===== src/rtl/fx2lp_stream_writer_pkg.sv =====
// Shared constants for the FX2LP slave-FIFO stream writer: endpoint
// addresses, flag bit positions, bus geometry and the writer FSM encoding.
package fx2lp_stream_writer_pkg;

  // FIFOADR codes selecting the FX2LP endpoint FIFOs.
  typedef enum logic [1:0] {
    EP2_ADDR = 2'b00,
    EP4_ADDR = 2'b01,
    EP6_ADDR = 2'b10,
    EP8_ADDR = 2'b11
  } ep_addr_e;

  // Positions of the FX2LP FLAGA/B/C pins within flag_n.
  typedef enum int {
    FLAG_A_IDX = 0,
    FLAG_B_IDX = 1,
    FLAG_C_IDX = 2
  } flag_idx_e;

  localparam int BYTE_W     = 8;
  localparam int WORD_BYTES = 4;
  localparam logic [1:0] LAST_BYTE = 2'(WORD_BYTES - 1);

  // Writer FSM encoding.
  localparam logic [1:0] ST_IDLE  = 2'd0;
  localparam logic [1:0] ST_SEND  = 2'd1;
  localparam logic [1:0] ST_FLUSH = 2'd2;

  // Byte idx of a sample word; idx 0 is i[7:0], idx 3 is q[15:8].
  function automatic logic [BYTE_W-1:0] word_byte(
    input logic [BYTE_W*WORD_BYTES-1:0] word,
    input logic [1:0]                   idx
  );
    return word[BYTE_W*idx +: BYTE_W];
  endfunction

endpackage


===== src/rtl/fx2lp_idle_timer.sv =====
// Idle timer for the stream writer: counts idle cycles while a partial
// packet is pending, saturates at IDLE_TIMEOUT and flags expiry.
// IDLE_TIMEOUT = 0 disables expiry altogether.
module fx2lp_idle_timer #(
  parameter int IDLE_TIMEOUT = 4096
) (
  input  logic clk,
  input  logic reset_n,
  input  logic clear_i,
  input  logic inc_i,
  output logic expired_o
);

  localparam int CNT_W = (IDLE_TIMEOUT > 0) ? $clog2(IDLE_TIMEOUT + 1) : 1;
  localparam logic [CNT_W-1:0] LIMIT = CNT_W'(IDLE_TIMEOUT);

  logic [CNT_W-1:0] cnt_q, cnt_d;

  // Next count: clear wins, otherwise count up and hold at the limit.
  always_comb begin
    // NOTE: every always_comb output gets a default first so no path leaves it unassigned (no latch).
    cnt_d = cnt_q;
    if (clear_i) begin
      cnt_d = '0;
    end else if (inc_i && (cnt_q != LIMIT)) begin
      cnt_d = cnt_q + 1'b1;
    end
  end

  // Counter register.
  always_ff @(posedge clk or negedge reset_n) begin
    // NOTE: the reset branch is in the sensitivity list, so it acts immediately, without a clock.
    if (!reset_n) begin
      cnt_q <= '0;
    end else begin
      cnt_q <= cnt_d;
    end
  end

  assign expired_o = (IDLE_TIMEOUT != 0) && (cnt_q == LIMIT);

endmodule


===== src/rtl/fx2lp_stream_writer.sv =====
// Streams 32-bit {Q,I} sample words into the FX2LP slave FIFO as four bytes
// (i[7:0], i[15:8], q[7:0], q[15:8]) and flushes short packets with PKTEND
// once the stream has been idle for IDLE_TIMEOUT cycles.
module fx2lp_stream_writer
  import fx2lp_stream_writer_pkg::*;
#(
  parameter logic [1:0] FIFO_ADDR    = EP6_ADDR,
  parameter int         FULL_IDX     = FLAG_B_IDX,
  parameter int         PKT_BYTES    = 512,
  parameter int         IDLE_TIMEOUT = 4096
) (
  input  logic        clk,
  input  logic        reset_n,
  input  logic [31:0] in_data,
  input  logic        in_valid,
  output logic        in_ready,
  output logic [7:0]  fd,
  output logic        slwr_n,
  output logic        slrd_n,
  output logic        sloe_n,
  output logic [1:0]  fifoadr,
  output logic        pktend_n,
  input  logic [2:0]  flag_n
);

  localparam int PKT_W = $clog2(PKT_BYTES);
  localparam logic [PKT_W-1:0] PKT_LAST = PKT_W'(PKT_BYTES - 1);

  logic [2:0]       flag_q;
  logic [1:0]       state_q, state_d;
  logic [31:0]      hold_q, hold_d;
  logic             hold_v_q, hold_v_d;
  logic             in_ready_q;
  logic [1:0]       byte_idx_q, byte_idx_d;
  logic [PKT_W-1:0] pkt_cnt_q, pkt_cnt_d;
  logic [7:0]       fd_q, fd_d;
  logic             slwr_n_q, slwr_n_d;
  logic             pktend_n_q, pktend_n_d;

  logic ok, accept, byte_wr, timer_inc, timer_clear, timer_expired, flush_go;
  logic unused_flag_bits;

  // The almost-full flag leaves room for the flag register plus output register latency.
  assign ok               = flag_q[FULL_IDX];
  assign unused_flag_bits = ^flag_q;

  assign accept   = in_valid & in_ready_q;
  assign byte_wr  = (state_q == ST_SEND) & ok;
  assign flush_go = timer_expired & ok & ~hold_v_q & (pkt_cnt_q != '0);

  assign timer_inc   = (state_q == ST_IDLE) & ~hold_v_q & (pkt_cnt_q != '0);
  assign timer_clear = accept | byte_wr | (state_q == ST_FLUSH);

  fx2lp_idle_timer #(
    .IDLE_TIMEOUT(IDLE_TIMEOUT)
  ) u_idle_timer (
    .clk      (clk),
    .reset_n  (reset_n),
    .clear_i  (timer_clear),
    .inc_i    (timer_inc),
    .expired_o(timer_expired)
  );

  // Next-state logic for the FSM, holding register and registered bus outputs.
  always_comb begin
    state_d    = state_q;
    hold_d     = hold_q;
    hold_v_d   = hold_v_q;
    byte_idx_d = byte_idx_q;
    pkt_cnt_d  = pkt_cnt_q;
    fd_d       = fd_q;
    slwr_n_d   = 1'b1;
    pktend_n_d = 1'b1;

    if (accept) begin
      hold_d   = in_data;
      hold_v_d = 1'b1;
    end

    case (state_q)
      ST_IDLE: begin
        // A pending flush beats a word arriving this cycle; the word waits in hold.
        if (hold_v_q && ok) begin
          state_d    = ST_SEND;
          byte_idx_d = '0;
        end else if (flush_go) begin
          state_d = ST_FLUSH;
        end else if (accept && ok) begin
          state_d    = ST_SEND;
          byte_idx_d = '0;
        end
      end
      ST_SEND: begin
        // Without room the byte index is held, so the stalled byte is neither lost nor repeated.
        if (ok) begin
          fd_d       = word_byte(hold_q, byte_idx_q);
          slwr_n_d   = 1'b0;
          byte_idx_d = byte_idx_q + 2'd1;
          pkt_cnt_d  = (pkt_cnt_q == PKT_LAST) ? '0 : pkt_cnt_q + 1'b1;
          if (byte_idx_q == LAST_BYTE) begin
            hold_v_d = 1'b0;
            state_d  = ST_IDLE;
          end
        end
      end
      ST_FLUSH: begin
        pktend_n_d = 1'b0;
        pkt_cnt_d  = '0;
        state_d    = ST_IDLE;
      end
      default: state_d = ST_IDLE;
    endcase
  end

  // State and output registers; reset discards any partially written word.
  always_ff @(posedge clk or negedge reset_n) begin
    if (!reset_n) begin
      flag_q     <= 3'b111;
      state_q    <= ST_IDLE;
      hold_q     <= '0;
      hold_v_q   <= 1'b0;
      in_ready_q <= 1'b0;
      byte_idx_q <= '0;
      pkt_cnt_q  <= '0;
      fd_q       <= '0;
      slwr_n_q   <= 1'b1;
      pktend_n_q <= 1'b1;
    end else begin
      // NOTE: non-blocking assignments so every register samples pre-edge values.
      flag_q     <= flag_n;
      state_q    <= state_d;
      hold_q     <= hold_d;
      hold_v_q   <= hold_v_d;
      in_ready_q <= ~hold_v_d;
      byte_idx_q <= byte_idx_d;
      pkt_cnt_q  <= pkt_cnt_d;
      fd_q       <= fd_d;
      slwr_n_q   <= slwr_n_d;
      pktend_n_q <= pktend_n_d;
    end
  end

  assign in_ready = in_ready_q;
  assign fd       = fd_q;
  assign slwr_n   = slwr_n_q;
  assign pktend_n = pktend_n_q;
  assign slrd_n   = 1'b1;
  assign sloe_n   = 1'b1;
  assign fifoadr  = FIFO_ADDR;

endmodule


===== config.mk =====
export PLATFORM = sky130hd
export DESIGN_NAME = fx2lp_stream_writer
export DESIGN_NICKNAME = d
export VERILOG_FILES = /design/src/rtl/fx2lp_stream_writer_pkg.sv /design/src/rtl/fx2lp_idle_timer.sv /design/src/rtl/fx2lp_stream_writer.sv
export SDC_FILE = /design/constraint.sdc
export NUM_CORES = 1
export LEC_CHECK = 0
export ABC_AREA = 1
export CORE_AREA = 2 2 104 106
export CTS_BUF_LIST = sky130_fd_sc_hd__clkbuf_16
export DETAILED_ROUTE_END_ITERATION = 10
export DIE_AREA = 0 0 106 108
export MAX_ROUTING_LAYER = met4
export PLACE_DENSITY = 0.56
export SLEW_MARGIN = 20
export SYNTH_ARGS = -nofsm -noshare
export SYNTH_HDL_FRONTEND = slang
export SYNTH_HIERARCHICAL = 1
export SYNTH_SLANG_ARGS = --single-unit

===== constraint.sdc =====
create_clock -name clk -period 2.7 [get_ports clk]
set_clock_uncertainty 0.2 [all_clocks]
set_input_delay 0.405 -clock clk [delete_from_list [all_inputs] [get_ports clk]]
set_output_delay 0.405 -clock clk [all_outputs]
set_load 0.02 [all_outputs]

==> impl_metrics.yaml <==
setup_path:
  end_kind: "flop"
  critPathMaxFanout: 16
  startpoint_type: "flop"
  required_ps: 2760
  setup.worst_path.class: "reg -> reg"
  arrival_ps: 2290
clock_network:
  clock_path_buffers: 2
  cts.htree.levels: 3
  numCtsBuffers: 9
  worstSkewPairLatency_ps: 320
  cts_hold_buffers: 1
  cts_root_buf: "clkbuf_16"
  cts.sinks: 71
  tritoncts: "built"
  clk_pin_slew_ps: 60
  post-cts-setup-buffers: 0
  post_cts_resized: 0
layout:
  area_delta_synth_final_pct: 24.6
  fillers: 1028
  final_common_cell: "nand2_1"
  drive_gt1_frac: 0.125
  nNetsFinal: 542
  final_cell_mix: "nand2_1 (113), dfrtp_1 (68), nor2_1 (52)"
  antennaDiodeCount: 0
drt:
  drc: 0
  vias_per_cell: 4.69
  wl_um: 7870
  vias: 2995
  wl_per_cell_um: 12.3
  ant_nets: 0
  drt-initial-drc-count: 113
  dr.pass1.iters: 5
floorplan:
  die_h_um: 108
  initial_core_util: 0.362
  num_rows: 37
  dieWidth_um: 106
  coreArea_um2: 10200
  ioPinCount: 53
  dieArea_um2: 11400
power_and_ir_drop:
  p_per_area_nw_per_um2: 980
  power_frac_seq: 0.376
  p_sw_mw: 1.55
  p_leak_nw: 2.18
  combPwrFrac: 0.329
  switching_share: 0.342
  power.internal_mw: 2.98
  ir_drop_mv: 0.486
  pwr-share-clk: 0.295
placement:
  hpwl_um: 5540
  port_buffers: 46
  finalWeightedCongestion: 0.835
yosys:
  postSynthCellCount: 452
  yosysWarnings: 6
  syn_area_per_cell_um2: 8.20
  seq_area_frac_synth: 0.480
  ys_seq_elements: 71
  synth_cell_types: 34
  synth_area_um2: 3710
sta:
  fmax_ghz: 0.448
  period_minus_slack_ps: 2230
  worst_pin_slew_ps: 596
  whs_ps: 284
  finalSetupTns_ps: 0
  report.final.setup_viol: 0
  hold_viol: 0
  rsz0062_at_grt: "false"
  post-route-period-util: 0.826
  slew_headroom: 0.603
  slew_violations: 0
global_route:
  grt_overflow: 0
  grt_max_degree: 49
  first_global_vias: 2935
  grt_pass1_wl_um: 14000
  antenna_found_initial: 0
  grtUsageTotal: 0.157
run_status:
  status: "completed"
hold_path:
  hold_class: "reg -> reg"
flow_run:
  maxCapViolCount: 0
stage by stage:
step | total power, mW | utilization | worst slack (ps) | instances | area [um2]
finish | 4.53 | 0.452 | 470 | 639 | 4620
global route | 4.88 | 0.452 | 244 | 639 | 4620
CTS | 4.60 | 0.452 | 453 | 639 | 4620
detailed placement | 3.24 | 0.418 | 465 | 622 | 4270
global placement | 3.20 | 0.418 | 445 | 622 | 4270
floorplan | 2.76 | - | 889 | 454 | 3720
cells by family after synthesis:
kind of cell               after synthesis  share of synthesized area
buffers and inverters                   68                     0.0857
adders and majority gates                6                     0.0202
other                                    2                    0.00203
DFF                                     71                      0.480
AOI/OAI and AO/OA                       59                     0.0864
xor gates and xnor gates                 4                    0.00945
muxes                                   18                     0.0547
and+or+nand+nor                        224                      0.261
power by group through the flow:
| stage | Combinational, mW | Sequential [mW] | Clock, mW |
|---|---|---|---|
| 4_1_cts | 1.52 | 1.71 | 1.37 |
| 6_report | 1.49 | 1.70 | 1.34 |
| 5_1_grt | 1.69 | 1.76 | 1.43 |
| 2_1_floorplan | 1.05 | 1.71 | 0 |
| 3_5_place_dp | 1.52 | 1.72 | 0 |
| 3_3_place_gp | 1.49 | 1.71 | 0 |
worst paths after layout:
path,slack [ps],end,depth (start not counted),start
max reg2reg,470,u_idle_timer/cnt_q[7],9,state_q[1]
max,470,u_idle_timer/cnt_q[7],9,state_q[1]
min in group asynchronous,410,pkt_cnt_q[5],3,reset_n
max in group asynchronous,1490,slwr_n,3,reset_n
min reg2reg,280,fd[5],2,fd[5]
min,280,fd[5],2,fd[5]
routing by layer:
layer	up-vias	wire, um	GRT usage	share of wire
met5	-	0	-	0
met4	0	63	0.0395	0.0080
met3	4	303	0.0338	0.038
met2	49	3650	0.251	0.46
met1	1409	3860	0.205	0.49
li1	1533	-	-	-
cells in the mapped netlist:
cell type / count / area (um2)
buf_6: 2 / 22.5
nand3_1: 32 / 160
o21ai_1: 13 / 65.1
nor3b_1: 1 / 7.51
ha_1: 6 / 75.1
nand2_2: 2 / 12.5
nand4_1: 11 / 68.8
o22ai_1: 2 / 12.5
nor3_1: 2 / 10.0
nand2_1: 114 / 428
xor2_1: 3 / 26.3
mux2_2: 18 / 203
inv_2: 5 / 18.8
nor2_2: 4 / 25.0
clkbuf_1: 2 / 7.51
dfstp_2: 3 / 78.8
nand2_4: 3 / 33.8
nand3b_1: 1 / 7.51
inv_1: 42 / 158
nor2_1: 52 / 195
clkinv_1: 2 / 7.51
a21oi_1: 24 / 120
o21ai_2: 3 / 26.3
buf_2: 6 / 30.0
o21ai_4: 1 / 16.3
o21ai_0: 16 / 80.1
nor2_4: 1 / 11.3
conb_1: 2 / 7.51
buf_8: 1 / 15.0
buf_4: 7 / 52.6
xnor2_1: 1 / 8.76
inv_4: 1 / 6.26
nand3_2: 1 / 10.0
dfrtp_1: 68 / 1700
final cells by class:
type	count	area, um2	area share
clock buffer	9	225	0.0488
timing repair buffer	51	520	0.113
multi-input combinational	315	1620	0.351
sequential	71	1780	0.385
inverter	50	190	0.0412
clock inverter	7	113	0.0244
tap	136	170	0.0368
sequential cells by signal (all words and copies together) (netlist names):
| signal | count |
|---|---|
| state_q | 2 |
| slwr_n | 1 |
| flag_q | 1 |
| hold_v_q | 1 |
| in_ready | 1 |
| pktend_n | 1 |
| hold_q | 32 |
| fd | 8 |
| byte_idx_q | 2 |
| u_idle_timer/cnt_q | 13 |
| pkt_cnt_q | 9 |
worst max-delay path, cell delays in order (launching register included):
cell and delay, ps:
dfrtp_1 410, nor2_2 180, nand2_4 170, nand2_4 150, inv_4 60, nand2_1 80
clkinv_1 380, nand2_2 370, nand2_1 90, nand2_1 70
Note: power is estimated with default switching activity, not from simulation.
